===== config.mk =====
export PLATFORM = sky130hd
export DESIGN_NAME = hazard_control
export DESIGN_NICKNAME = d
export VERILOG_FILES = /design/src/rtl/hazard_control.sv
export SDC_FILE = /design/constraint.sdc
export NUM_CORES = 1
export LEC_CHECK = 0
export CORE_MARGIN = 1
export CORE_UTILIZATION = 35
export CTS_BUF_LIST = sky130_fd_sc_hd__clkbuf_4 sky130_fd_sc_hd__clkbuf_8
export CTS_CLUSTER_DIAMETER = 80
export CTS_CLUSTER_SIZE = 14
export DETAILED_ROUTE_END_ITERATION = 16
export GPL_ROUTABILITY_DRIVEN = 0
export PLACE_DENSITY = 0.63
export SLEW_MARGIN = 20
export SYNTH_ARGS = -nofsm -noshare
export SYNTH_HDL_FRONTEND = slang
export SYNTH_SLANG_ARGS = --single-unit

===== constraint.sdc =====
create_clock -name clock -period 1.85 [get_ports clock]
set_input_delay 0.185 -clock clock [delete_from_list [all_inputs] [get_ports clock]]
set_output_delay 0.185 -clock clock [all_outputs]
set_load 0.1 [all_outputs]

===== src/rtl/hazard_control.sv =====
// hazard_control
//   Pipeline hazard controller for a 5-stage in-order CPU. It resolves:
//   - load-use hazards (one-cycle stall plus an ID/EX bubble)
//   - taken branches (flush of IF/ID and ID/EX)
//   - multi-cycle multiply/divide occupancy of EX
//   - HALT (pipeline drain, then a permanent halted state)
//   It also keeps a saturating count of stalled cycles.
//
// Ports
//   clock            rising-edge clock
//   reset            asynchronous, active-low reset
//   id_op1/id_op2    source registers of the ID instruction
//   id_uses_op2      ID instruction reads id_op2
//   id_halt          ID instruction is HALT
//   ex_mem_read      EX instruction is a load
//   ex_write_reg     destination register of the EX instruction
//   ex_branch_taken  branch/jump resolved taken in EX
//   ex_muldiv_start  multiply/divide entered EX this cycle
//   pc_stop, pc_mux_sel, if_id_hold, if_id_flush,
//   id_ex_hold, id_ex_flush, ex_mem_flush   pipeline control (combinational)
//   halted           CPU is halted
//   stall_cycles     saturating count of stalled cycles
module hazard_control #(
    parameter int unsigned MULDIV_CYCLES = 4,
    parameter int unsigned DRAIN_CYCLES  = 3
) (
    input  logic        clock,
    input  logic        reset,
    input  logic [3:0]  id_op1,
    input  logic [3:0]  id_op2,
    input  logic        id_uses_op2,
    input  logic        id_halt,
    input  logic        ex_mem_read,
    input  logic [3:0]  ex_write_reg,
    input  logic        ex_branch_taken,
    input  logic        ex_muldiv_start,
    output logic        pc_stop,
    output logic        pc_mux_sel,
    output logic        if_id_hold,
    output logic        if_id_flush,
    output logic        id_ex_hold,
    output logic        id_ex_flush,
    output logic        ex_mem_flush,
    output logic        halted,
    output logic [15:0] stall_cycles
);

    typedef enum logic [1:0] {
        RUN         = 2'd0,
        MULDIV_WAIT = 2'd1,
        HALT_DRAIN  = 2'd2,
        HALTED      = 2'd3
    } state_t;

    localparam logic [3:0] MULDIV_LOAD = 4'(MULDIV_CYCLES - 1);
    localparam logic [3:0] DRAIN_LOAD  = 4'(DRAIN_CYCLES - 1);

    state_t      state;
    state_t      state_nxt;
    logic [3:0]  cnt;
    logic [3:0]  cnt_nxt;

    logic        load_use;
    logic        pc_stop_c;
    logic        pc_mux_sel_c;
    logic        if_id_hold_c;
    logic        if_id_flush_c;
    logic        id_ex_hold_c;
    logic        id_ex_flush_c;
    logic        ex_mem_flush_c;
    logic        halted_c;

    // R0 is hard-wired to zero, so a load targeting it never creates a dependency.
    assign load_use = ex_mem_read && (ex_write_reg != 4'd0) &&
                      ((ex_write_reg == id_op1) ||
                       (id_uses_op2 && (ex_write_reg == id_op2)));

    always_ff @(posedge clock or negedge reset) begin
        if (!reset) begin
            state <= RUN;
            cnt   <= 4'd0;
        end else begin
            state <= state_nxt;
            cnt   <= cnt_nxt;
        end
    end

    always_comb begin
        state_nxt      = state;
        cnt_nxt        = cnt;
        pc_stop_c      = 1'b0;
        pc_mux_sel_c   = 1'b0;
        if_id_hold_c   = 1'b0;
        if_id_flush_c  = 1'b0;
        id_ex_hold_c   = 1'b0;
        id_ex_flush_c  = 1'b0;
        ex_mem_flush_c = 1'b0;
        halted_c       = 1'b0;

        case (state)
            RUN: begin
                // A taken branch squashes whatever is younger, including a
                // HALT or a load-use victim sitting in ID, so it wins outright.
                if (ex_branch_taken) begin
                    pc_mux_sel_c  = 1'b1;
                    if_id_flush_c = 1'b1;
                    id_ex_flush_c = 1'b1;
                end else if (ex_muldiv_start) begin
                    state_nxt = MULDIV_WAIT;
                    cnt_nxt   = MULDIV_LOAD;
                end else if (id_halt) begin
                    pc_stop_c     = 1'b1;
                    if_id_flush_c = 1'b1;
                    state_nxt     = HALT_DRAIN;
                    cnt_nxt       = DRAIN_LOAD;
                end else if (load_use) begin
                    pc_stop_c     = 1'b1;
                    if_id_hold_c  = 1'b1;
                    id_ex_flush_c = 1'b1;
                end
            end

            MULDIV_WAIT: begin
                // cnt counts down from MULDIV_CYCLES-1; the cnt==0 cycle still
                // stalls, giving exactly MULDIV_CYCLES stalled cycles.
                pc_stop_c      = 1'b1;
                if_id_hold_c   = 1'b1;
                id_ex_hold_c   = 1'b1;
                ex_mem_flush_c = 1'b1;
                if (cnt == 4'd0) begin
                    state_nxt = RUN;
                end else begin
                    cnt_nxt = cnt - 4'd1;
                end
            end

            HALT_DRAIN: begin
                pc_stop_c     = 1'b1;
                if_id_flush_c = 1'b1;
                if (cnt == 4'd0) begin
                    state_nxt = HALTED;
                end else begin
                    cnt_nxt = cnt - 4'd1;
                end
            end

            HALTED: begin
                halted_c  = 1'b1;
                pc_stop_c = 1'b1;
            end

            default: begin
                state_nxt = RUN;
                cnt_nxt   = 4'd0;
            end
        endcase
    end

    // Outputs are forced low while reset is held, even though the state
    // register already reads RUN, because RUN decodes live inputs.
    assign pc_stop      = reset & pc_stop_c;
    assign pc_mux_sel   = reset & pc_mux_sel_c;
    assign if_id_hold   = reset & if_id_hold_c;
    assign if_id_flush  = reset & if_id_flush_c;
    assign id_ex_hold   = reset & id_ex_hold_c;
    assign id_ex_flush  = reset & id_ex_flush_c;
    assign ex_mem_flush = reset & ex_mem_flush_c;
    assign halted       = reset & halted_c;

    // Cycles spent halted are not stalls; the counter sticks at all-ones.
    always_ff @(posedge clock or negedge reset) begin
        if (!reset) begin
            stall_cycles <= 16'd0;
        end else if (pc_stop_c && (state != HALTED) && (stall_cycles != 16'hFFFF)) begin
            stall_cycles <= stall_cycles + 16'd1;
        end
    end

endmodule


==> impl_metrics.env <==
export IMPL_finalNetCount=280
export IMPL_max_freq_mhz=544.7
export IMPL_ys_top_cells_by_count="22 x dfrtp_1, 20 x xnor2_1, 13 x nand2_1, 11 x nor2_1"
export IMPL_dieHeight_um=69.41
export IMPL_antenna_found_initial=0
export IMPL_drt_wl_total_um=4167
export IMPL_netlist_area_mm2=0.001590
export IMPL_path_clk_slew_ns=0.08
export IMPL_syn_inst=175
export IMPL_drv_cap=0
export IMPL_cts_hold_buf=0
export IMPL_ant_nets=0
export IMPL_finalSetupTns_ns=0
export IMPL_synth_edf_count=0
export IMPL_top_level_ports=43
export IMPL_area_growth_pct=62.31
export IMPL_cts_made_buffers=3
export IMPL_cp_required_ns=2.03
export IMPL_gr_usage_all_layers=0.1765
export IMPL_post_synth_top_count_cell="dfrtp_1"
export IMPL_final_max_slew_violation_count=0
export IMPL_setup_viol=0
export IMPL_worst_pin_slew_ns=0.4241
export IMPL_final_cells=305
export IMPL_yosysSeqAreaShare=0.3462
export IMPL_pre_cts_slack_ns=-0.3939
export IMPL_finalCritPeriodShare=0.9924
export IMPL_cts_htree_levels=1
export IMPL_outcome="finished clean"
export IMPL_hold_viol=0
export IMPL_crit_type="reg -> reg"
export IMPL_peakVddDrop_mv=0.2733
export IMPL_synth_nets=201
export IMPL_synth_async_reset_ratio=1.000
export IMPL_syn_avg_cell_area_um2=9.087
export IMPL_viasPerCell=5.148
export IMPL_cts_buffer_depth=2
export IMPL_initialDrtViolationCount=46
export IMPL_tritoncts="done"
export IMPL_synthFlopType="dfrtp_1"
export IMPL_grt_overflow=0
export IMPL_vias=1570
export IMPL_yosysUniqueCellTypes=46
export IMPL_fillCellCount=381
export IMPL_grt_setup_unrepaired="yes"
export IMPL_grt_pass1_wl_um=6789
export IMPL_yosysWarnings=0
export IMPL_start_util=0.3652
export IMPL_num_antenna_cells=0
export IMPL_drive_gt1_frac=0.4664
export IMPL_drc=0
export IMPL_coreArea_mm2=0.004354
export IMPL_dp_cells=296
export IMPL_fin_ws_ns=0.01413
export IMPL_final_util=0.5928
export IMPL_worstSetupStartpointType="flop"
export IMPL_ys_ff_latch=22
export IMPL_grt_max_degree=13
export IMPL_yosysTopAreaCell="dfrtp_1"
export IMPL_port_buffers=42
export IMPL_synth_top_area_share=0.3462
export IMPL_die_area_mm2=0.004817
export IMPL_first_pass_iters=4
export IMPL_dp_hpwl_um=3260
export IMPL_grt_pass1_vias=1489
export IMPL_crit_fanout=8
export IMPL_maxSlewHeadroom=0.7100
export IMPL_synth_top_cells_by_area="dfrtp_1 35%, xnor2_1 11%, ha_1 5.5%, nand4_1 3.5%, nand2_1 3.1%"
export IMPL_cts_root_buf="clkbuf_8"
export IMPL_cts_sinks=22
export IMPL_fin_skew_ns=0.005150
export IMPL_wl_per_cell_um=13.66
export IMPL_p_leak_nw=1.073
export IMPL_row_count=24
export IMPL_cp_end_kind="flop"
export IMPL_fp_dieW_um=69.41
export IMPL_period_minus_slack_ns=1.836
export IMPL_worst_ep_arrival_time_ns=2.02
export IMPL_clkLatencyLatePin_ns=0.26
export IMPL_hold_path_class="in -> async"
export IMPL_p_per_area_mw_per_mm2=395.3
-- layout make-up --
cell class	count	area (µm²)	area share
well taps	52	65.06	0.02521
repair buffers	81	737.0	0.2855
clock buffers	4	48.80	0.01890
multi-input cells	139	1109	0.4295
flip-flops and latches	22	595.6	0.2307
inverters	7	26.28	0.01018
-- cells in the final DEF, fill, tap and decap left out, drive strengths merged, types with 5 or more instances in the layout --
cell / count
buf: 68
dfrtp: 22
xnor2: 20
nand2: 13
nor2: 11
nand4: 10
nand3: 9
o21ai: 8
inv: 7
ha: 7
dlygate4sd2: 6
and2: 5
clkbuf: 5
-- critical path: stages (launching register included) --
cell,delay [ns]
dfrtp_1,0.41
ha_2,0.20
or3_4,0.43
or2_1,0.25
or3_1,0.31
o211ai_1,0.15
-- metrics by stage --
| step | area [µm²] | hold slack, ns | total power [mW] |
|---|---|---|---|
| 2_1_floorplan | 1660 | -0.1106 | 0.5724 |
| 3_3_place_gp | 2401 | 0.4845 | 0.6856 |
| 3_5_place_dp | 2401 | 0.4862 | 0.6862 |
| 4_1_cts | 2504 | 0.4031 | 1.017 |
| 5_1_grt | 2581 | 0.4301 | 1.062 |
| 6_report | 2581 | 0.4115 | 1.020 |
-- timing repair --
action / 4_1_cts / 5_1_grt
endpoints found under the setup margin: 14 / 10
pin swaps: 15 / 9
setup buffers: 3 / 2
resized for setup: 43 / 15
-- flip-flops by register name, summed over array words and instances (netlist names) --
signal        cells
stall_cycles     16
cnt               4
state             2
-- per-layer routing --
metal	up-vias	part of all wire	routed length, µm	track usage
met5	-	0	0	0
li1	795	-	-	-
met4	0	0.018	76	0.05669
met3	9	0.033	138	0.03343
met1	730	0.48	2015	0.2327
met2	36	0.46	1937	0.2913
-- path summary, 6_finish.rpt --
path | start | end | slack [ns] | depth (start not counted)
max in group asynchronous | reset | stall_cycles[0] | 1.08 | 3
worst max-delay path | state[0] | stall_cycles[11] | 0.01 | 5
worst min register to register | stall_cycles[15] | stall_cycles[15] | 0.50 | 1
min in group clock | stall_cycles[15] | stall_cycles[15] | 0.50 | 1
worst max register to register | state[0] | stall_cycles[11] | 0.01 | 5
worst min-delay path | reset | stall_cycles[10] | 0.41 | 2
-- logic make-up (layout without fill, tap and decap cells) --
group	count (synthesis)	in the layout	synth area share
AO/OA/AOI/OAI	35	35	0.1637
flip-flops	22	22	0.3462
multiplexers	3	3	0.02046
AND/OR/NAND/NOR	73	73	0.2581
XOR/XNOR	21	21	0.1157
adder cells (fa/ha/maj)	7	7	0.05507
buffers and inverters	14	92	0.04091
-- power by group --
| part | leakage (nW) | internal, mW | switching (mW) |
|---|---|---|---|
| Clock | 0.0262 | 0.168 | 0.150 |
| Sequential | 0.241 | 0.482 | 0.00416 |
| Combinational | 0.805 | 0.102 | 0.114 |
| Total | 1.07 | 0.753 | 0.268 |
(Power assumes the default switching activity.)
